==> config.mk <==
export PLATFORM = sky130hd
export DESIGN_NAME = stopwatch_counter_flat
export DESIGN_NICKNAME = d
export VERILOG_FILES = /design/src/rtl/stopwatch_counter_if.sv /design/src/rtl/stopwatch_counter.sv /design/src/flat_wrapper.sv
export SDC_FILE = /design/constraint.sdc
export NUM_CORES = 1
export LEC_CHECK = 0
export ABC_AREA = 1
export CAP_MARGIN = 40
export CORE_ASPECT_RATIO = 1.25
export CORE_MARGIN = 3
export CORE_UTILIZATION = 55
export CTS_CLUSTER_DIAMETER = 80
export DETAILED_ROUTE_END_ITERATION = 7
export GPL_TIMING_DRIVEN = 0
export PLACE_DENSITY = 0.79
export SLEW_MARGIN = 10
export SYNTH_ARGS = -nofsm -noshare
export SYNTH_HDL_FRONTEND = slang
export SYNTH_SLANG_ARGS = --single-unit
export TNS_END_PERCENT = 50
==> constraint.sdc <==
create_clock -name clkin -period 4.2 [get_ports clkin]
set_clock_uncertainty 0.15 [all_clocks]
set_input_delay 1.05 -clock clkin [delete_from_list [all_inputs] [get_ports clkin]]
set_output_delay 1.05 -clock clkin [all_outputs]
set_load 0.005 [all_outputs]
==> src/rtl/stopwatch_counter_if.sv <==
// Stopwatch bus: asynchronous tick/key inputs toward the counter and the BCD display digits back.
// The master drives tick/keys and reads the display; the counter block is the slave.
interface stopwatch_counter_if;
  logic       tick_in;
  logic       Key1;
  logic       Key2;
  logic [3:0] cs_ones;
  logic [3:0] cs_tens;
  logic [3:0] sec_ones;
  logic [3:0] sec_tens;
  logic [3:0] min_ones;
  logic [3:0] min_tens;
  logic       running;
  logic       overflow;

  modport master (
    output tick_in, Key1, Key2,
    input  cs_ones, cs_tens, sec_ones, sec_tens, min_ones, min_tens, running, overflow
  );

  modport slave (
    input  tick_in, Key1, Key2,
    output cs_ones, cs_tens, sec_ones, sec_tens, min_ones, min_tens, running, overflow
  );
endinterface

==> src/rtl/stopwatch_counter.sv <==
// BCD stopwatch (MM:SS.cc) counting 10 ms ticks, with start/stop and lap/clear keys.
// Optional lap-freeze display is compiled in with STOPWATCH_LAP_EN.
//
// state | meaning
// IDLE  | cleared, not counting
// RUN   | counting, display tracks the count
// PAUSE | count held, display tracks the count
// LAP   | counting, display frozen at the lap-entry value (STOPWATCH_LAP_EN only)
module stopwatch_counter #(
  parameter int SYNC_STAGES = 2,
  parameter int MAX_MIN     = 59
) (
  input  logic                clkin,
  input  logic                Reset,
  stopwatch_counter_if.slave  bus
);

`ifdef STOPWATCH_LAP_EN
  typedef enum logic [1:0] {IDLE = 2'd0, RUN = 2'd1, PAUSE = 2'd2, LAP = 2'd3} state_t;
`else
  typedef enum logic [1:0] {IDLE = 2'd0, RUN = 2'd1, PAUSE = 2'd2} state_t;
`endif

  localparam logic [3:0]  MAX_MT  = 4'(MAX_MIN / 10);
  localparam logic [3:0]  MAX_MO  = 4'(MAX_MIN % 10);
  localparam logic [23:0] CNT_MAX = {MAX_MT, MAX_MO, 16'h5999};

  logic [SYNC_STAGES-1:0] tick_sync_q, key1_sync_q, key2_sync_q;
  logic                   tick_edge_q, key1_edge_q, key2_edge_q;
  logic                   tick_ev, key1_ev, key2_ev;

  state_t      state_q, state_d;
  logic [23:0] cnt_q, cnt_inc;
  logic [23:0] disp_q;
  logic        running_q, overflow_q;
  logic        at_max, counting, clear_cnt;

  always_ff @(posedge clkin) begin
    if (Reset) begin
      tick_sync_q <= '0;
      key1_sync_q <= '1;
      key2_sync_q <= '1;
      tick_edge_q <= 1'b0;
      key1_edge_q <= 1'b1;
      key2_edge_q <= 1'b1;
    end else begin
      tick_sync_q <= {tick_sync_q[SYNC_STAGES-2:0], bus.tick_in};
      key1_sync_q <= {key1_sync_q[SYNC_STAGES-2:0], bus.Key1};
      key2_sync_q <= {key2_sync_q[SYNC_STAGES-2:0], bus.Key2};
      tick_edge_q <= tick_sync_q[SYNC_STAGES-1];
      key1_edge_q <= key1_sync_q[SYNC_STAGES-1];
      key2_edge_q <= key2_sync_q[SYNC_STAGES-1];
    end
  end

  // Keys are active-low: an event is the falling edge of the synchronized level.
  assign tick_ev = tick_sync_q[SYNC_STAGES-1] & ~tick_edge_q;
  assign key1_ev = ~key1_sync_q[SYNC_STAGES-1] & key1_edge_q;
  assign key2_ev = ~key2_sync_q[SYNC_STAGES-1] & key2_edge_q;

  // BCD increment, digit order {min_tens, min_ones, sec_tens, sec_ones, cs_tens, cs_ones}.
  always_comb begin
    cnt_inc = cnt_q;
    at_max  = (cnt_q == CNT_MAX);
    if (at_max) begin
      cnt_inc = '0;
    end else if (cnt_q[3:0] != 4'd9) begin
      cnt_inc[3:0] = cnt_q[3:0] + 4'd1;
    end else begin
      cnt_inc[3:0] = 4'd0;
      if (cnt_q[7:4] != 4'd9) begin
        cnt_inc[7:4] = cnt_q[7:4] + 4'd1;
      end else begin
        cnt_inc[7:4] = 4'd0;
        if (cnt_q[11:8] != 4'd9) begin
          cnt_inc[11:8] = cnt_q[11:8] + 4'd1;
        end else begin
          cnt_inc[11:8] = 4'd0;
          if (cnt_q[15:12] != 4'd5) begin
            cnt_inc[15:12] = cnt_q[15:12] + 4'd1;
          end else begin
            cnt_inc[15:12] = 4'd0;
            if (cnt_q[19:16] != 4'd9) begin
              cnt_inc[19:16] = cnt_q[19:16] + 4'd1;
            end else begin
              cnt_inc[19:16] = 4'd0;
              cnt_inc[23:20] = cnt_q[23:20] + 4'd1;
            end
          end
        end
      end
    end
  end

  // Key1 wins over Key2 when both fall in the same cycle.
  always_comb begin
    state_d   = state_q;
    clear_cnt = 1'b0;
    case (state_q)
      IDLE: begin
        if (key1_ev) state_d = RUN;
      end
      RUN: begin
        if (key1_ev) state_d = PAUSE;
`ifdef STOPWATCH_LAP_EN
        else if (key2_ev) state_d = LAP;
`endif
      end
      PAUSE: begin
        if (key1_ev) begin
          state_d = RUN;
        end else if (key2_ev) begin
          state_d   = IDLE;
          clear_cnt = 1'b1;
        end
      end
`ifdef STOPWATCH_LAP_EN
      LAP: begin
        if (key1_ev)      state_d = PAUSE;
        else if (key2_ev) state_d = RUN;
      end
`endif
      default: state_d = IDLE;
    endcase
  end

`ifdef STOPWATCH_LAP_EN
  assign counting = (state_q == RUN) || (state_q == LAP);
`else
  assign counting = (state_q == RUN);
`endif

  always_ff @(posedge clkin) begin
    if (Reset) begin
      state_q    <= IDLE;
      cnt_q      <= '0;
      disp_q     <= '0;
      running_q  <= 1'b0;
      overflow_q <= 1'b0;
    end else begin
      state_q <= state_d;
      if (clear_cnt) begin
        cnt_q      <= '0;
        overflow_q <= 1'b0;
      end else if (tick_ev && counting) begin
        cnt_q <= cnt_inc;
        if (at_max) overflow_q <= 1'b1;
      end
`ifdef STOPWATCH_LAP_EN
      // disp_q doubles as the lap register: it stops tracking while in LAP.
      if (state_q != LAP) disp_q <= cnt_q;
      running_q <= (state_d == RUN) || (state_d == LAP);
`else
      disp_q    <= cnt_q;
      running_q <= (state_d == RUN);
`endif
    end
  end

  assign bus.cs_ones  = disp_q[3:0];
  assign bus.cs_tens  = disp_q[7:4];
  assign bus.sec_ones = disp_q[11:8];
  assign bus.sec_tens = disp_q[15:12];
  assign bus.min_ones = disp_q[19:16];
  assign bus.min_tens = disp_q[23:20];
  assign bus.running  = running_q;
  assign bus.overflow = overflow_q;

endmodule

==> src/flat_wrapper.sv <==
// flat-port wrapper written by rule: the top's interface ports become plain ports
module stopwatch_counter_flat 
#(
  parameter int SYNC_STAGES = 2,
  parameter int MAX_MIN     = 59
)
  (clkin, Reset, bus_tick_in, bus_Key1, bus_Key2, bus_cs_ones, bus_cs_tens, bus_sec_ones, bus_sec_tens, bus_min_ones, bus_min_tens, bus_running, bus_overflow);
  stopwatch_counter_if bus_i ();
  input  logic clkin;
  input  logic Reset;
  input wire logic [$bits(bus_i.tick_in)-1:0] bus_tick_in;
  input wire logic [$bits(bus_i.Key1)-1:0] bus_Key1;
  input wire logic [$bits(bus_i.Key2)-1:0] bus_Key2;
  output wire logic [$bits(bus_i.cs_ones)-1:0] bus_cs_ones;
  output wire logic [$bits(bus_i.cs_tens)-1:0] bus_cs_tens;
  output wire logic [$bits(bus_i.sec_ones)-1:0] bus_sec_ones;
  output wire logic [$bits(bus_i.sec_tens)-1:0] bus_sec_tens;
  output wire logic [$bits(bus_i.min_ones)-1:0] bus_min_ones;
  output wire logic [$bits(bus_i.min_tens)-1:0] bus_min_tens;
  output wire logic [$bits(bus_i.running)-1:0] bus_running;
  output wire logic [$bits(bus_i.overflow)-1:0] bus_overflow;
  assign bus_i.tick_in = bus_tick_in;
  assign bus_i.Key1 = bus_Key1;
  assign bus_i.Key2 = bus_Key2;
  assign bus_cs_ones = bus_i.cs_ones;
  assign bus_cs_tens = bus_i.cs_tens;
  assign bus_sec_ones = bus_i.sec_ones;
  assign bus_sec_tens = bus_i.sec_tens;
  assign bus_min_ones = bus_i.min_ones;
  assign bus_min_tens = bus_i.min_tens;
  assign bus_running = bus_i.running;
  assign bus_overflow = bus_i.overflow;
  stopwatch_counter #(.SYNC_STAGES(SYNC_STAGES), .MAX_MIN(MAX_MIN)) u_core (.clkin(clkin), .Reset(Reset), .bus(bus_i));
endmodule
Word level (Yosys, flattened, before mapping)
Cells that the tools add are included.

Register bits after elaboration: 61. Input bits: 5. Output and inout port bits: 26.

Add/sub/neg operators: 6. Equal/unequal tests: 14. Mux-type cells: 19. Bitwise logic cells: 6. Reductions and logical operators: 9.

Operator list (count): 4-bit by 1-bit adder with 4-bit output, second input constant (6); 24-bit by 23-bit == test with 1-bit output, second input constant (1); 24-bit 2-to-1 mux (1); 4-bit 2-to-1 mux (6); 20-bit 2-to-1 mux (1); 16-bit 2-to-1 mux (1); 4-bit inequality test, second input constant (4); 12-bit 2-to-1 mux (1); 2-bit by 1-bit inequality test with 1-bit output, second input constant (5); 2-bit 2-to-1 mux (4); 8-bit 2-to-1 mux (1); 2-bit one-hot mux with 3 select lines (1); 6-bit AND reduction (1); 5-bit AND reduction (1); 2-bit by 1-bit == test with 1-bit output, second input constant (2); 4-bit by 3-bit inequality test with 1-bit output, second input constant (1); 2-bit AND reduction (2); 4-bit AND reduction (1); 1-bit AND (3); 1-bit 2-to-1 mux (3); 1-bit inverter (3); 3-bit AND reduction (1); 2-bit == test, second input constant (1); 2-bit logical NOT (1); 2 further kinds (2).

Depth between registers and ports, before layout
Depth after elaboration: 7. Mapped depth: 10.

Worst setup path after synthesis
Ideal clock, no wire load.

Path type: in2reg. Start point: input port Reset. End point: register u_core.cnt_q[6]. Setup time: 0.123 ns. Arrival time: 1.681 ns. Data required time: 3.927 ns. Path slack: 2.246 ns. Cell stages on the path: 6. Buffers on the path: 1. Cells stage by stage: clkbuf_1 -> inv_1 -> nand2_2 -> inv_1 -> nand2_1 -> nor3b_2.

Longest elaborated chain between the ends: 1.

RTL lines: from (decl) (RTL line flat_wrapper.sv:10) `input logic Reset;`; 2-bit OR reduction (no source line); to (signal assigned) (RTL line stopwatch_counter.sv:146) `cnt_q <= cnt_inc;`; to (decl) (RTL line stopwatch_counter.sv:33) `logic [23:0] cnt_q, cnt_inc;`.

Every way passes these cells. A chain may end at the register's enable or synchronous reset.

Final worst setup path
Start point: register u_core.overflow_q, in the netlist u_core.bus.overflow. End point: output port bus_overflow.

RTL lines: from (decl) (RTL line stopwatch_counter.sv:35) `logic running_q, overflow_q;`; from (signal assigned) (RTL line stopwatch_counter.sv:139) `overflow_q <= 1'b0;`; from (signal assigned) (RTL line stopwatch_counter.sv:144) `overflow_q <= 1'b0;`; from (signal assigned) (RTL line stopwatch_counter.sv:147) `if (at_max) overflow_q <= 1'b1;`; to (decl) (RTL line flat_wrapper.sv:21) `output wire logic [$bits(bus_i.overflow)-1:0] bus_overflow;`.

No word-level cell between the ends.

==> summary.md <==
| Metric | Value |
|---|---|
| Adder-cell share of the synthesized area | 6.00% |
| Type of origin of the critical path | register |
| Worst min path class | reg -> reg |
| TritonCTS clock tree | done |
| Slew headroom | 67.9% |
| Initial Util | 59.1% |
| Leak | 1.29 nW |
| Final hold violations | 0 |
| Post-synthesis xor/xnor area fraction | 3.50% |
| Clk pin slew, worst setup/hold paths | 0.06 ns |
| WL per Instance | 11.3 um |
| Vias per cell | 4.84 |
| Largest net degree at the start of global routing | 11 |
| Die width | 66.3 um |
| Crit. End Element | output pin |
| IO buf count | 29 |
| Clock power share | 50.5% |
| Drt total wl | 4540 um |
| Max-slew violations | 0 |
| Final setup viols | 0 |
| Clk_lat worst skew | 0.34 ns |
| Critical path cell sequence | clkdlybuf4s50_1 |
| Top-area cell type share of the netlist area | 48.8% |
| Synth Cell Area | 2500 um2 |
| DRT Pass-1 Iters | 5 |
| Layout net count | 358 |
| Simple logic cell fraction of the synthesized area | 28.6% |
| Remaining global-route overflow | 0 |
| DPL Wire Length | 3230 um |
| Count leader, synth | dfxtp_1 |
| Synth area leader | dfxtp_1 |
| Inserted Diodes | 0 |
| DRC viols | 0 |
| Critical path arrival | 1.19 ns |
| Fmax | 0.418 GHz |
| Worst Path Buf+Inv | 1 |
| Layout Utilization | 73.3% |
| Post-CTS setup buffers | 0 |
| Dominant synthesized flop cell | dfxtp_1 |
| Worst setup path class | reg -> out |
| Sequential Power Share | 47.4% |
| Min Tclk post-route | 2.39 ns |
| Switch Pwr | 0.234 mW |
| Cell Int Power | 1.00 mW |
| CTS resizes | 0 |
| Layout area overhead | 24.0% |
| Multi-input gate area in the final layout | 1090 um2 |
| Core Area | 4230 um2 |
| Iteration-0 DRC Markers | 111 |
| Tcrit/Tclk final | 56.9% |
| Layout cell share with drive strength beyond 1 | 12.7% |
| CP Data Required Time | 3.00 ns |
| Via count | 1,944 |
| TritonCTS buffer count | 9 |
| Peak supply drop | 0.249 mV |
| Average cell area after synthesis | 8.31 um2 |
| Initial antenna violation count | 0 |
| Most frequent cells after synthesis | 61 x dfxtp_1, 46 x nor2_1, 43 x nand2_1 |
| Clock buffer depth | 2 |
| Yosys Warn Count | 0 |
| GRT Util Overall | 19.5% |
| Vias in the first global route | 1,828 |
| Critical path fanouts, max | 2 |
| Pwr dens | 398 nW/um2 |
| Synth Net Count | 318 |
| CP max stage cell | clkdlybuf4s50_1 |
| Pwr Total | 1.24 mW |
| CP peak stage delay | 0.51 ns |
| Mux share of post-synthesis cell area | 0% |
| Die Y | 81.4 um |
| TritonCTS Sinks | 61 |
| Register area share after synthesis | 48.8% |
| Register bit total from synthesis | 61 |
| EDFF count, synth | 0 |
| Root Buffer | clkbuf_8 |
| Top cells by area, synth | dfxtp_1 49%, nor2_1 6.9%, nand2_1 6.5%, inv_1 6.2%, ha_1 6.0% |
| Ys async rst share | 0% |
| Gate power share | 2.2% |
| Routability-driven placement congestion ratio | 0.835 |
| # H-tree levels | 3 |
| R2R setup slack | 2.45 ns |
| IO Pins | 31 |
| Status | complete, no violations |
| Critical path's top delay family | buffers and inverters |
| Setup_tns | 0 ns |
| Largest family of logic cells by synthesized area | simple AND/OR/NAND/NOR gates |
| Die footprint | 5400 um2 |
| Compound-Gate Fraction of Synth Area | 5.60% |
| RSZ-0062 raised after global routing | false |
| Cts hold-fix bufs | 0 |
| Rows | 26 |
| Mapped Cells | 301 |
| Max cap viols | 0 |
| Final ANT Viol Nets | 0 |
| Unique masters post-synth | 27 |
| Filler Cell Count | 316 |
| Register area | 1220 um2 |
| Worst-margin pin slew | 0.481 ns |
| First-pass GRT wire length | 7820 um |
| Sw Ratio | 18.9% |
==> cells by family after synthesis <==
kind of cell / count (synthesis)
buffers and inverters: 49
adders and majority gates: 12
and+or+nand+nor: 142
xor gates and xnor gates: 10
DFF: 61
AOI/OAI and AO/OA: 27
==> cell usage in the layout, fill, tap and decap left out, drive strengths merged, types with 3 or more instances in the layout <==
cell / n
xor2: 9
or2: 5
clkbuf: 16
bufinv: 3
inv: 43
nand3: 18
nand2: 51
a21oi: 22
ha: 12
nand4: 7
clkdlybuf4s50: 29
nor3: 3
dfxtp: 61
nor2: 57
o21ai: 3
==> path summary, 6_finish.rpt <==
check,endpoint,startpoint,cells after the start
worst max register to register,u_core.cnt_q[22],u_core.cnt_q[4],8
worst min register to register,u_core.key1_sync_q[1],u_core.key1_sync_q[0],1
worst min-delay path,u_core.key1_sync_q[1],u_core.key1_sync_q[0],1
worst max-delay path,bus_overflow,u_core.bus.overflow,1
==> per-stage QoR <==
stage	setup slack [ns]	hold WS, ns	std cells	area, um2
4_1_cts	1.79	0.264	402	3100
6_report	1.81	0.263	402	3100
2_1_floorplan	2.25	0.238	301	2500
3_5_place_dp	1.94	0.249	386	2860
3_3_place_gp	1.95	0.242	386	2860
5_1_grt	1.78	0.280	402	3100
==> per-layer routing <==
metal  vias to the layer above  track usage, %  wire length (um)
li1                       1013               -                 -
met1                       877            22.2              2000
met2                        42            31.4              2210
met3                        12            6.36               194
met4                         0            12.2               137
met5                         -               0                 0
==> sequential cells by signal, summed over array words and instances, names as in the netlist <==
signal	flops
u_core.state_q	2
u_core.disp_q	24
u_core.tick_sync_q	2
u_core.key1_edge_q	1
u_core.key1_sync_q	2
u_core.tick_edge_q	1
u_core.cnt_q	24
u_core.bus.running	1
u_core.key2_edge_q	1
u_core.bus.overflow	1
u_core.key2_sync_q	2
==> layout make-up <==
cell class                 instances  share of cell area (%)
multi-input combinational        191                    35.3
inverter                          44                    5.37
clock buffer                      12                    4.68
buffer                             5                   0.645
sequential                        61                    39.4
tap                               56                    2.26
timing repair buffer              29                    9.36
clock inverter                     4                    3.07
==> worst register-to-register path: stages, from the launching register on <==
cell and delay, ns:
dfxtp_1 0.42, ha_1 0.17, nand2_1 0.06, nor2_2 0.21
nand2_4 0.13, nor2_4 0.19, nand2_1 0.13, nand2_1 0.09
a21oi_1 0.08
==> power groups by stage <==
stage          logic (mW)  registers (mW)  clock network (mW)
2_1_floorplan      0.0177           0.598                   0
6_report           0.0270           0.585               0.623
3_5_place_dp       0.0272           0.598                   0
3_3_place_gp       0.0267           0.598                   0
5_1_grt            0.0298           0.585               0.659
4_1_cts            0.0274           0.585               0.634
Note: power is estimated with default switching activity, not from simulation.
